**config.mk**
```make
export PLATFORM = sky130hd
export DESIGN_NAME = lsu
export DESIGN_NICKNAME = d
export VERILOG_FILES = /design/src/rtl/lsu.sv
export SDC_FILE = /design/constraint.sdc
export NUM_CORES = 1
export LEC_CHECK = 0
export ABC_AREA = 1
export ABC_CLOCK_PERIOD_IN_PS = 2000
export BUFFER_PORTS_ARGS = -buffer_cell sky130_fd_sc_hd__buf_2
export CAP_MARGIN = 20
export CORE_MARGIN = 3
export CORE_UTILIZATION = 51
export DETAILED_ROUTE_END_ITERATION = 16
export PLACE_DENSITY = 0.92
export REMOVE_ABC_BUFFERS = 1
export SLEW_MARGIN = 20
export SYNTH_ARGS = -nofsm -noshare
export SYNTH_HDL_FRONTEND = slang
export SYNTH_SLANG_ARGS = --single-unit
```
**constraint.sdc**
```tcl
create_clock -name clk -period 2 [get_ports clk]
set_clock_uncertainty 0.15 [all_clocks]
set_input_delay 0.6 -clock clk [delete_from_list [all_inputs] [get_ports clk]]
set_output_delay 0.6 -clock clk [all_outputs]
set_load 0.01 [all_outputs]
```
**src/rtl/lsu.sv**
```systemverilog
// Load/store unit and EX/WB pipeline register. One bus request at a time.
// Every accepted instruction retires as exactly one registered wb_valid_o pulse.
module lsu #(
  parameter int XLEN          = 32,
  parameter int PC_WIDTH      = 32,
  parameter int REG_IDX_WIDTH = 5
) (
  input  logic                     clk,
  input  logic                     rst_n,
  input  logic                     ex_valid_i,
  output logic                     ex_ready_o,
  input  logic [PC_WIDTH-1:0]      pc_i,
  input  logic [31:0]              instr_i,
  input  logic [XLEN-1:0]          alu_res_i,
  input  logic [XLEN-1:0]          rs2_rdata_i,
  input  logic [REG_IDX_WIDTH-1:0] rd_idx_i,
  input  logic                     rd_en_i,
  output logic                     bus_req_o,
  output logic                     bus_we_o,
  output logic [XLEN-1:0]          bus_addr_o,
  output logic [XLEN-1:0]          bus_wdata_o,
  output logic [3:0]               bus_be_o,
  input  logic                     bus_gnt_i,
  input  logic                     bus_rvalid_i,
  input  logic [XLEN-1:0]          bus_rdata_i,
  input  logic                     bus_err_i,
  output logic                     wb_valid_o,
  output logic [PC_WIDTH-1:0]      wb_pc_o,
  output logic [REG_IDX_WIDTH-1:0] wb_rd_idx_o,
  output logic                     wb_rd_en_o,
  output logic [XLEN-1:0]          wb_data_o,
  output logic                     lsu_misalign_o,
  output logic                     lsu_bus_err_o
);

  typedef enum logic [1:0] {S_IDLE, S_REQ, S_WAIT} state_e;

  state_e                   state_q, state_d;
  logic                     is_store_q, is_store_d;
  logic [2:0]               funct3_q, funct3_d;
  logic [1:0]               addr_lo_q, addr_lo_d;
  logic [PC_WIDTH-1:0]      pc_q, pc_d;
  logic [REG_IDX_WIDTH-1:0] rd_idx_q, rd_idx_d;
  logic                     rd_en_q, rd_en_d;
  logic                     bus_req_q, bus_req_d;
  logic                     bus_we_q, bus_we_d;
  logic [XLEN-1:0]          bus_addr_q, bus_addr_d;
  logic [XLEN-1:0]          bus_wdata_q, bus_wdata_d;
  logic [3:0]               bus_be_q, bus_be_d;
  logic                     wb_valid_q, wb_valid_d;
  logic [PC_WIDTH-1:0]      wb_pc_q, wb_pc_d;
  logic [REG_IDX_WIDTH-1:0] wb_rd_idx_q, wb_rd_idx_d;
  logic                     wb_rd_en_q, wb_rd_en_d;
  logic [XLEN-1:0]          wb_data_q, wb_data_d;
  logic                     misalign_q, misalign_d;
  logic                     bus_err_q, bus_err_d;

  logic [6:0]      opcode;
  logic [2:0]      funct3;
  logic            is_load, is_store, is_mem, misalign;
  logic [3:0]      st_be;
  logic [XLEN-1:0] st_wdata;
  logic [XLEN-1:0] ld_shift;
  logic [XLEN-1:0] ld_data;
  logic            unused_instr;

  assign opcode       = instr_i[6:0];
  assign funct3       = instr_i[14:12];
  assign unused_instr = ^{instr_i[31:15], instr_i[11:7]};
  assign is_load      = (opcode == 7'b0000011);
  assign is_store     = (opcode == 7'b0100011);
  assign is_mem       = is_load | is_store;
  // funct3[1:0] encodes size: 00 byte, 01 half, 1x word
  assign misalign     = is_mem & (((funct3[1:0] == 2'b01) & alu_res_i[0]) |
                                  (funct3[1] & (alu_res_i[1:0] != 2'b00)));

  always_comb begin
    st_be    = 4'b1111;
    st_wdata = rs2_rdata_i;
    if (funct3[1:0] == 2'b00) begin
      st_be    = 4'b0001 << alu_res_i[1:0];
      st_wdata = {4{rs2_rdata_i[7:0]}};
    end else if (funct3[1:0] == 2'b01) begin
      st_be    = 4'b0011 << {alu_res_i[1], 1'b0};
      st_wdata = {2{rs2_rdata_i[15:0]}};
    end
  end

  assign ld_shift = bus_rdata_i >> {addr_lo_q, 3'b000};

  always_comb begin
    case (funct3_q)
      3'b000:  ld_data = {{(XLEN-8){ld_shift[7]}}, ld_shift[7:0]};
      3'b100:  ld_data = {{(XLEN-8){1'b0}}, ld_shift[7:0]};
      3'b001:  ld_data = {{(XLEN-16){ld_shift[15]}}, ld_shift[15:0]};
      3'b101:  ld_data = {{(XLEN-16){1'b0}}, ld_shift[15:0]};
      default: ld_data = bus_rdata_i;
    endcase
  end

  always_comb begin
    state_d     = state_q;
    is_store_d  = is_store_q;
    funct3_d    = funct3_q;
    addr_lo_d   = addr_lo_q;
    pc_d        = pc_q;
    rd_idx_d    = rd_idx_q;
    rd_en_d     = rd_en_q;
    bus_req_d   = bus_req_q;
    bus_we_d    = bus_we_q;
    bus_addr_d  = bus_addr_q;
    bus_wdata_d = bus_wdata_q;
    bus_be_d    = bus_be_q;
    wb_valid_d  = 1'b0;
    wb_pc_d     = wb_pc_q;
    wb_rd_idx_d = wb_rd_idx_q;
    wb_rd_en_d  = 1'b0;
    wb_data_d   = wb_data_q;
    misalign_d  = 1'b0;
    bus_err_d   = 1'b0;
    case (state_q)
      S_IDLE: begin
        if (ex_valid_i) begin
          if (is_mem && !misalign) begin
            state_d     = S_REQ;
            is_store_d  = is_store;
            funct3_d    = funct3;
            addr_lo_d   = alu_res_i[1:0];
            pc_d        = pc_i;
            rd_idx_d    = rd_idx_i;
            rd_en_d     = rd_en_i;
            bus_req_d   = 1'b1;
            bus_we_d    = is_store;
            bus_addr_d  = {alu_res_i[XLEN-1:2], 2'b00};
            bus_be_d    = is_store ? st_be : 4'b0000;
            bus_wdata_d = is_store ? st_wdata : '0;
          end else begin
            wb_valid_d  = 1'b1;
            wb_pc_d     = pc_i;
            wb_rd_idx_d = rd_idx_i;
            wb_rd_en_d  = rd_en_i & ~is_mem;
            wb_data_d   = alu_res_i;
            misalign_d  = is_mem;
          end
        end
      end
      S_REQ: begin
        if (bus_gnt_i) begin
          state_d     = S_WAIT;
          bus_req_d   = 1'b0;
          bus_we_d    = 1'b0;
          bus_addr_d  = '0;
          bus_wdata_d = '0;
          bus_be_d    = 4'b0000;
        end
      end
      S_WAIT: begin
        if (bus_rvalid_i) begin
          state_d     = S_IDLE;
          wb_valid_d  = 1'b1;
          wb_pc_d     = pc_q;
          wb_rd_idx_d = rd_idx_q;
          wb_rd_en_d  = rd_en_q & ~is_store_q & ~bus_err_i;
          wb_data_d   = (is_store_q || bus_err_i) ? '0 : ld_data;
          bus_err_d   = bus_err_i;
        end
      end
      default: state_d = S_IDLE;
    endcase
  end

  always_ff @(posedge clk or negedge rst_n) begin
    if (!rst_n) begin
      state_q     <= S_IDLE;
      is_store_q  <= 1'b0;
      funct3_q    <= 3'b000;
      addr_lo_q   <= 2'b00;
      pc_q        <= '0;
      rd_idx_q    <= '0;
      rd_en_q     <= 1'b0;
      bus_req_q   <= 1'b0;
      bus_we_q    <= 1'b0;
      bus_addr_q  <= '0;
      bus_wdata_q <= '0;
      bus_be_q    <= 4'b0000;
      wb_valid_q  <= 1'b0;
      wb_pc_q     <= '0;
      wb_rd_idx_q <= '0;
      wb_rd_en_q  <= 1'b0;
      wb_data_q   <= '0;
      misalign_q  <= 1'b0;
      bus_err_q   <= 1'b0;
    end else begin
      state_q     <= state_d;
      is_store_q  <= is_store_d;
      funct3_q    <= funct3_d;
      addr_lo_q   <= addr_lo_d;
      pc_q        <= pc_d;
      rd_idx_q    <= rd_idx_d;
      rd_en_q     <= rd_en_d;
      bus_req_q   <= bus_req_d;
      bus_we_q    <= bus_we_d;
      bus_addr_q  <= bus_addr_d;
      bus_wdata_q <= bus_wdata_d;
      bus_be_q    <= bus_be_d;
      wb_valid_q  <= wb_valid_d;
      wb_pc_q     <= wb_pc_d;
      wb_rd_idx_q <= wb_rd_idx_d;
      wb_rd_en_q  <= wb_rd_en_d;
      wb_data_q   <= wb_data_d;
      misalign_q  <= misalign_d;
      bus_err_q   <= bus_err_d;
    end
  end

  assign ex_ready_o     = (state_q == S_IDLE);
  assign bus_req_o      = bus_req_q;
  assign bus_we_o       = bus_we_q;
  assign bus_addr_o     = bus_addr_q;
  assign bus_wdata_o    = bus_wdata_q;
  assign bus_be_o       = bus_be_q;
  assign wb_valid_o     = wb_valid_q;
  assign wb_pc_o        = wb_pc_q;
  assign wb_rd_idx_o    = wb_rd_idx_q;
  assign wb_rd_en_o     = wb_rd_en_q;
  assign wb_data_o      = wb_data_q;
  assign lsu_misalign_o = misalign_q;
  assign lsu_bus_err_o  = bus_err_q;

endmodule

```
Word level (Yosys, flattened, before mapping) --
Cells that the tools add are included.
Cells by class: bitwise gates (word level) 11, equality and inequality tests 13, reduce and logical (&&, ||, !) cells 13, muxes and demuxes 56, shifts and indexed selects 3
Operator list (number):
- $mux W32 | 15
- $pmux W32 S2 | 4
- $pmux W32 S4 | 1
- $shr A32 B5 Y16 | 1
- $mux W4 | 6
- $mux W1 | 16
- $mux W5 | 3
- $reduce_and A4 Y1 | 3
- $pmux W5 S2 | 1
- $mux W2 | 4
- $ne A2 B2 Y1 const B | 4
- $pmux W1 S2 | 4
- $pmux W4 S2 | 1
- $eq A7 B2 Y1 const B | 1
- $eq A7 B6 Y1 const B | 1
- $and A1 B1 Y1 | 6
- $eq A3 B3 Y1 const B | 2
- $pmux W2 S3 | 1
- $reduce_bool A2 Y1 | 3
- $eq A2 B1 Y1 const B | 2
- $logic_not A2 Y1 | 2
- $shl A1 B2 Y4 const A | 1
- $shl A2 B2 Y4 const A | 1
- $eq A3 B1 Y1 const B | 1
- other kinds (9) | 12
Storage, ports and cells: output and inout port bits 144, register bits 189, input port bits 172, logic and storage cells 115

Depth between registers and ports, before layout --
Gate-level depths: netlist of run 1.
depth in word-level cells 9, gate-level depth with buffers 10, gate-level depth less buffers 9

Worst setup path before layout of run 1 --
Ideal clock, no wire load.
path kind input to register, from in instr_i[4], to reg funct3_q[1], setup slack 120 ps, library setup time 133 ps, required time 1717 ps, stages on the path 8, path buffers 2, arrival 1597 ps, cells stage by stage nor2_1 > nand2_1 > nor2_1 > nand4_4 > buf_6 > buf_2 > nand2_1 > o21ai_0
On the way: longest elaborated chain between the ends 6, elaborated cells between the ends (all ways) 7, those cells by class eq/ne (2); bitwise (2); reduce/logical (3)
Ends and longest elaborated chain:
- start: declaration | line 13 | input logic [31:0] instr_i,
- $eq A7 B2 Y1 or $eq A7 B6 Y1 (tied branches) | line 70, 71
- $or A1 B1 Y1 * | line 72 | assign is_mem = is_load | is_store;
- $and A1 B1 Y1 | line 74 | assign misalign = is_mem & (((funct3[1:0] == 2'b01) & alu_res_i[0]) |
- $logic_not A1 Y1 | line 124 | if (is_mem && !misalign) begin
- $logic_and A1 B1 Y1 * | line 124
- $reduce_and A3 Y1 (no line) *
- end signal: assignment | line 196 | funct3_q <= funct3_d;
- end: declaration | line 40 | logic [2:0] funct3_q, funct3_d;
Mark *: on every way between the ends. The rest lies on a longest branch, timed or not. A chain may end at the register's enable or synchronous reset.

Worst setup path in the final report of run 1 --
from reg state_q[1], to out ex_ready_o
On the way: longest elaborated chain between the ends 1
Ends and longest elaborated chain:
- start: declaration | line 38 | state_e state_q, state_d;
- start signal: assignment | line 194 | state_q <= state_d;
- $logic_not A2 Y1 | line 216 | assign ex_ready_o = (state_q == S_IDLE);
- end: declaration | line 11 | output logic ex_ready_o,
No other way between the ends.

==> results.json, run 1 <==
{
  "run_status": "complete, no violations",
  "critPathTopFamily": "flip-flops",
  "r2r_start": "addr_lo_q[0]",
  "ys_ff_latch": 187,
  "clkLatencyLatePin_ps": 440,
  "crit_cells": 2,
  "endpoint_kind": "output port",
  "die_y_um": 139,
  "startpoint": "state_q[1]",
  "crit_slowest_cell": "dfrtp_1",
  "final_cell_mix": "nand2_1, buf_2, dfrtp_1",
  "synth_top_family_by_area": "simple AND/OR/NAND/NOR gates",
  "yosys.area_share.simple_pct": 30.9,
  "numCtsBuffers": 17,
  "start_util_pct": 52.4,
  "final_nets": 1694,
  "fill_cells": 1377,
  "rsz0062_at_grt": "no",
  "ys_types": 26,
  "antenna_found_initial": 2,
  "synth_compound_area_share_pct": 9.39,
  "required_ps": 1250,
  "endpoint": "ex_ready_o",
  "drtPass1Iterations": 6,
  "setup_viol": 0,
  "worst_path_largest_cell_delay_ps": 420,
  "htreeDepth": 4,
  "port_buffers": 291,
  "ioPinCount": 316,
  "finalPower_mw": 9.46,
  "seq_area_frac_synth_pct": 51.5,
  "p_leak_nw": 6.62,
  "layout_worst_path_cycle_share_pct": 97.3,
  "drive_gt1_share_pct": 25.3,
  "vias": 9300,
  "dieArea_um2": 19500,
  "hold_path_class": "input port to flip-flop",
  "drt_iter0_drc": 683,
  "drv_slew": 0,
  "fin_area_um2": 11700,
  "clock.fmax_mhz": 514,
  "drcViolationCount": 0,
  "num_rows": 48,
  "min_from": "instr_i[14]",
  "crit_path_start_kind": "flip-flop",
  "finalHoldViolCount": 0,
  "cts-root-buf": "clkbuf_16",
  "gp_congestion": 0.874,
  "wl_per_cell_um": 16.0,
  "post_cts_buffers": 0,
  "via_per_inst": 5.28,
  "crit_chain": "nor2_4 > buf_2",
  "fin_tns_setup_ps": 0,
  "wirelength_mm": 28.2,
  "synthMuxAreaShare_pct": 0,
  "synthCells": 1229,
  "synth_warnings": 0,
  "die_w_um": 139,
  "cts.sinks": 187,
  "antenna_left": 0,
  "dp_hpwl_mm": 20.4,
  "finalCriticalPeriod_ps": 1950,
  "crit_arrival_ps": 1200,
  "grtUsageTotal_pct": 29.0,
  "grt_pass1_wl_mm": 45.9,
  "cp_max_fo": 4,
  "avgSynthCellArea_um2": 7.40,
  "clkSlewWorstSetupHoldPaths_ps": 70,
  "area_growth_pct": 28.6,
  "cts_max_path_buffers": 2,
  "synth_xor_area_share_pct": 0,
  "ff2ff_setup_slack_ps": 180,
  "power_density_nw_per_um2": 809,
  "gr-total-overflow": 0,
  "utilization_pct": 67.3,
  "dpl-instance-area_um2": 11000,
  "final_common_cell": "nand2_1",
  "syn_area_um2": 9090,
  "grt_pass1_vias": 9298,
  "cts_tree": "yes",
  "worst-setup-path-type": "flip-flop to output port",
  "core-area_um2": 17400,
  "grt_max_degree": 75,
  "maxCapViolations": 0,
  "irDropWorstVdd_v": 0.000596,
  "r2r_cells": 8,
  "r2r_end": "wb_data_o[31]",
  "path_buf_inv": 1,
  "synth_fa_ha_area_share_pct": 0
}
[synthesized netlist by cell type, drive strengths merged]
master,instances,area [um^2]
o31ai,1,7.51
a21oi,40,200
clkinv,1,3.75
nand4,1,21.3
dfrtp,187,4680
conb,1,3.75
nor4,1,6.26
nand3,105,536
inv,103,387
nand2,479,1810
o21ai,129,646
buf,48,273
nor3,1,5.00
nor2,109,422
and2,1,6.26
clkbuf,22,82.6
[how the worst min path moves through the flow]
stage | to | slack [ps] | cells after the start
finish | funct3_q[2] | 210 | 3
global route | funct3_q[2] | 250 | 3
CTS | funct3_q[2] | 200 | 3
detailed placement | wb_pc_o[0] | 310 | 2
global placement | wb_pc_o[27] | 310 | 2
floorplan | addr_lo_q[0] | 150 | 0
[per-layer routing]
| metal | GRT usage (%) | vias to the layer above | part of all wire (%) |
|---|---|---|---|
| li1 | - | 4422 | - |
| met1 | 35.3 | 4304 | 38 |
| met2 | 48.9 | 496 | 49 |
| met3 | 6.67 | 78 | 8.8 |
| met4 | 13.7 | 0 | 3.9 |
| met5 | 0 | - | 0 |
[worst min-delay path: cells and delay by family]
family / cells / cell delay [ps]
buffers and inverters: 1 / 70
AND/OR/NAND/NOR: 2 / 100
[through the flow]
step / worst slack (ps) / hold WS, ps / instances
after floorplan: -3410 / 154 / 1160
after global placement: -83.2 / 307 / 1727
after detailed placement: -263 / 311 / 1727
after CTS: 9.45 / 204 / 1760
after global routing: 24.9 / 245 / 1762
final: 53.5 / 212 / 1763
[logic make-up (layout without fill, tap and decap cells)]
group           count (synthesis)  count (layout)
simple gates                  697             697
buf+inv                       174             479
other cells                     1               5
flops                         187             187
compound gates                170             170
[registers in the layout, summed over array words and instances, names as in the netlist, 2 cells and up]
register,flops
addr_lo_q,2
bus_wdata_o,32
wb_rd_idx_o,5
funct3_q,3
state_q,2
pc_q,32
bus_be_o,4
wb_data_o,32
rd_idx_q,5
wb_pc_o,32
bus_addr_o,30
[what timing repair did]
action / 4_1_cts / 5_1_grt
pin swaps: 0 / 0
hold endpoints to repair: 26 / 0
setup endpoints to repair: 1 / 21
gates cloned: 0 / 0
hold buffers: 1 / 0
resized for setup: 1 / 3
[final cells by class]
type | instances | area (um^2) | area share (%)
clock buffer | 20 | 457 | 3.91
tap | 225 | 282 | 2.41
timing repair buffer | 343 | 2020 | 17.3
sequential | 187 | 4680 | 40.0
clock inverter | 12 | 154 | 1.32
inverter | 104 | 390 | 3.34
antenna | 3 | 7.51 | 0.0642
multi-input combinational | 869 | 3690 | 31.6
[power by group]
group | switching [mW] | internal (mW) | leakage [nW]
registers | 0.190 | 4.11 | 2.42
logic | 0.969 | 0.639 | 3.91
clock network | 1.60 | 1.95 | 0.295
Note: power is estimated with default switching activity, not from simulation.
==> inputs of run 2 (changes only) <==
Settings changed: MAX_ROUTING_LAYER set to met4.
==> results.json, run 2 (same netlist as run 1, synthesis figures left out) <==
{
  "min_from": "rs2_rdata_i[7]",
  "dpl.cell_count": 1722,
  "final_cell_mix": "nand2_1, buf_2, dfrtp_1",
  "core-area_um2": 17400,
  "antenna_left": 0,
  "fin_area_um2": 11700,
  "drive_gt1_share_pct": 25.3,
  "final_common_cell": "nand2_1",
  "finalHoldViolCount": 0,
  "die_w_um": 139,
  "cts.sinks": 187,
  "drt_iter0_drc": 603,
  "cts_max_path_buffers": 2,
  "gp_congestion": 0.899,
  "run_status": "complete, no violations",
  "p_leak_nw": 6.62,
  "dp_hpwl_mm": 20.1,
  "grt_pass1_wl_mm": 45.1,
  "hold_path_class": "input port to flip-flop",
  "final_cells": 1761,
  "start_util_pct": 52.4,
  "htreeDepth": 4,
  "drv_slew": 0,
  "power_density_nw_per_um2": 805,
  "die_y_um": 139,
  "cts_tree": "yes",
  "vias": 9189,
  "clkLatencyLatePin_ps": 430,
  "grt_pass1_vias": 9142,
  "utilization_pct": 67.3,
  "r2r_start": "addr_lo_q[0]",
  "fin_tns_setup_ps": 0,
  "crit_path_start_kind": "flip-flop",
  "dpl-instance-area_um2": 11000,
  "wirelength_mm": 27.3,
  "layout_worst_path_cycle_share_pct": 93.9,
  "irDropWorstVdd_v": 0.000584,
  "gr-total-overflow": 0,
  "setup_viol": 0,
  "grt_use_met2_pct": 49.7,
  "endpoint_kind": "output port",
  "final_nets": 1692,
  "grt.busiest_layer": "met2",
  "area_growth_pct": 28.6,
  "maxCapViolations": 0,
  "use_met3_pct": 6.01,
  "crit_arrival_ps": 1130,
  "grt_max_degree": 83,
  "drcViolationCount": 0,
  "num_rows": 48,
  "clock.fmax_mhz": 532,
  "wl_per_cell_um": 15.5,
  "ioPinCount": 316,
  "numCtsBuffers": 17,
  "grt_use_met1_pct": 35.0,
  "grtUsageTotal_pct": 29.4,
  "port_buffers": 291,
  "startpoint": "state_q[0]",
  "rsz0062_at_grt": "no",
  "via_per_inst": 5.22,
  "cts-root-buf": "clkbuf_16",
  "dieArea_um2": 19500,
  "required_ps": 1250,
  "r2r_cells": 8,
  "drtPass1Iterations": 5,
  "antenna_found_initial": 3,
  "finalCriticalPeriod_ps": 1880,
  "min_path_cells": 3,
  "worst-setup-path-type": "flip-flop to output port",
  "clkSlewWorstSetupHoldPaths_ps": 80,
  "cp_max_fo": 3
}
run 2: changes by cell type in the layout (fill, tap and decap cells not counted):
cell	delta
buf_12	+2
buf_4	-3
buf_6	-1
clkbuf_1	-1
clkbuf_8	-2
clkinv_2	+1
clkinv_4	+2
clkinvlp_4	-1
inv_8	+1
run 2: stage by stage:
stage / power, mW / hold WS (ps) / setup WS (ps)
6_report: 9.41 / 241 / 121
5_1_grt: 9.87 / 242 / 29.6
4_1_cts: 9.48 / 223 / 12.8
3_5_place_dp: 5.97 / 311 / -126
3_3_place_gp: 5.89 / 308 / -67.9
2_1_floorplan: 5.11 / 154 / -3410
run 2: worst paths after layout:
| check | endpoint | slack (ps) |
|---|---|---|
| setup / recovery | ex_ready_o | 120 |
| hold / removal | bus_wdata_o[7] | 240 |
| setup reg to reg | wb_data_o[31] | 180 |
| hold reg to reg | wb_pc_o[30] | 330 |
| max in group asynchronous | wb_pc_o[15] | 540 |
| min in group asynchronous | rd_idx_q[0] | 550 |
run 2: power breakdown:
group	switching, mW	total, mW	internal [mW]
Combinational	0.958	1.60	0.643
Clock	1.61	3.51	1.90
Sequential	0.193	4.30	4.11
Total	2.76	9.41	6.65
run 2: area by class of cell:
| cell class | count | area, um^2 |
|---|---|---|
| antenna | 3 | 7.51 |
| clock buffer | 17 | 425 |
| clock inverter | 15 | 180 |
| fill | 1457 | 5670 |
| inverter | 104 | 390 |
| multi-input combinational | 869 | 3690 |
| sequential | 187 | 4680 |
| tap | 225 | 282 |
| timing repair buffer | 341 | 2030 |
run 2: layer usage:
| metal | vias up | wire, um |
|---|---|---|
| met4 | 0 | 756 |
| met1 | 4287 | 10600 |
| met5 | - | 0 |
| met3 | 56 | 2260 |
| met2 | 425 | 13700 |
| li1 | 4421 | - |
run 2: repair_timing:
item                                    CTS  global route
setup buffers                             0             3
hold buffers                              1             0
pin swaps                                 0             1
endpoints found under the setup margin    1            15
resized for setup                         2             1
endpoints found under the hold margin    32             0
run 2: worst max-delay path, cell delays in order (launching register included):
cell,delay [ps]
dfrtp_2,420
nor2_4,140
buf_2,150
==> inputs of run 3 (changes only) <==
Settings changed: BUFFER_PORTS_ARGS -buffer_cell sky130_fd_sc_hd__buf_2 to -buffer_cell sky130_fd_sc_hd__clkbuf_2, CAP_MARGIN 20 to 10.
==> results.json, run 3 (same netlist as run 1, synthesis figures left out) <==
{
  "pwr-share-seq_pct": 45.9,
  "cp_max_fo": 4,
  "crit_chain": "nor2_4 > clkbuf_2",
  "crit_cells": 2,
  "die_w_um": 139,
  "hold_path_class": "input port to flip-flop",
  "required_ps": 1250,
  "holdWs_ps": 236,
  "drcViolationCount": 0,
  "cts.sinks": 187,
  "antenna_left": 0,
  "worst_path_largest_cell_delay_ps": 460,
  "clock.fmax_mhz": 511,
  "drive_gt1_share_pct": 25.4,
  "grt_max_degree": 70,
  "start_util_pct": 52.4,
  "finalCriticalPeriod_ps": 1960,
  "ioPinCount": 316,
  "critPathTopFamily": "flip-flops",
  "drtPass1Iterations": 5,
  "finalPower_mw": 9.39,
  "via_per_inst": 5.20,
  "die_y_um": 139,
  "final_cell_mix": "nand2_1, clkbuf_2, dfrtp_1",
  "rsz0062_at_grt": "no",
  "grtUsageTotal_pct": 28.7,
  "drv_slew": 0,
  "r2r_cells": 9,
  "cts_tree": "yes",
  "cellInternalPower_mw": 6.65,
  "cts-root-buf": "clkbuf_16",
  "diodes": 0,
  "grt_pass1_vias": 8911,
  "drt_iter0_drc": 601,
  "crit_arrival_ps": 1210,
  "p_sw_share_pct": 29.2,
  "antenna_found_initial": 0,
  "wirelength_mm": 27.3,
  "path_buf_inv": 1,
  "worst-setup-path-type": "flip-flop to output port",
  "power_frac_comb_pct": 17.0,
  "utilization_pct": 67.4,
  "maxCapViolations": 0,
  "p_switching_mw": 2.74,
  "irDropWorstVdd_v": 0.000557,
  "htreeDepth": 4,
  "clkSlewWorstSetupHoldPaths_ps": 70,
  "min_path_cells": 3,
  "dp_hpwl_mm": 20.1,
  "final_common_cell": "nand2_1",
  "grt_pass1_wl_mm": 44.1,
  "crit_slowest_cell": "dfrtp_2",
  "gp_congestion": 0.927,
  "endpoint_kind": "output port",
  "cts_max_path_buffers": 2,
  "power_density_nw_per_um2": 803,
  "area_growth_pct": 28.8,
  "finalHoldViolCount": 0,
  "wl_per_cell_um": 15.5,
  "run_status": "complete, no violations",
  "setup_viol": 0,
  "final_nets": 1695,
  "gr-total-overflow": 0,
  "num_rows": 48,
  "port_buffers": 291,
  "dieArea_um2": 19500,
  "clkLatencyLatePin_ps": 420,
  "vias": 9153,
  "crit_path_start_kind": "flip-flop",
  "p_leak_nw": 6.62,
  "core-area_um2": 17400,
  "numCtsBuffers": 17,
  "layout_worst_path_cycle_share_pct": 97.8,
  "pwr-share-clk_pct": 37.1
}
[run 3: worst paths after layout]
kind                            start  slack, ps              end
min in group asynchronous       rst_n        490   bus_wdata_o[5]
max reg2reg                state_q[1]        160    wb_data_o[23]
max in group asynchronous       rst_n        620  bus_wdata_o[22]
min                         bus_err_i        240    lsu_bus_err_o
min reg2reg                wb_pc_o[0]        330       wb_pc_o[0]
max                        state_q[0]         40       ex_ready_o
[run 3: worst min-delay path, stage by stage]
cell and delay, ps:
clkbuf_2 90, nand2_1 50, nor2_1 40
[run 3: repair_timing]
action / in CTS / in global routing
pin swaps: 0 / 1
endpoints found under the setup margin: 1 / 28
hold buffers: 1 / 0
setup buffers: 0 / 1
endpoints found under the hold margin: 29 / 0
resized for setup: 2 / 3
[run 3: cell type report]
| cell class | count | area [um^2] |
|---|---|---|
| Timing Repair Buffer | 344 | 2050 |
| Sequential cell | 187 | 4680 |
| Clock buffer | 18 | 429 |
| Multi-Input combinational cell | 869 | 3690 |
| Inverter | 104 | 390 |
| Fill cell | 1401 | 5650 |
| Clock inverter | 14 | 180 |
| Tap cell | 225 | 282 |
[run 3: through the flow]
stage	TNS, ps	setup WS [ps]	std cells	instance area, um^2
after floorplan	-371630	-3410	1160	8740
after global placement	-11610	-158	1727	11100
after detailed placement	-16580	-204	1727	11100
after CTS	0	9.90	1760	11700
after global routing	0	0.610	1761	11700
final	0	43.8	1761	11700
[run 3: layer usage]
| layer | GRT usage [%] | part of all wire (%) | up-vias |
|---|---|---|---|
| met2 | 48.1 | 50 | 416 |
| met5 | - | 0 | - |
| li1 | - | - | 4428 |
| met3 | 6.39 | 7.9 | 64 |
| met4 | 10.3 | 3.0 | 0 |
| met1 | 34.4 | 39 | 4245 |
[run 3: power by group through the flow]
stage                     logic (mW)  clock network (mW)  registers [mW]
after CTS                       1.60                3.55            4.31
after detailed placement        1.59                   0            4.38
after global placement          1.54                   0            4.37
final                           1.60                3.48            4.31
after global routing            1.78                3.71            4.35
after floorplan                0.627                   0            4.48
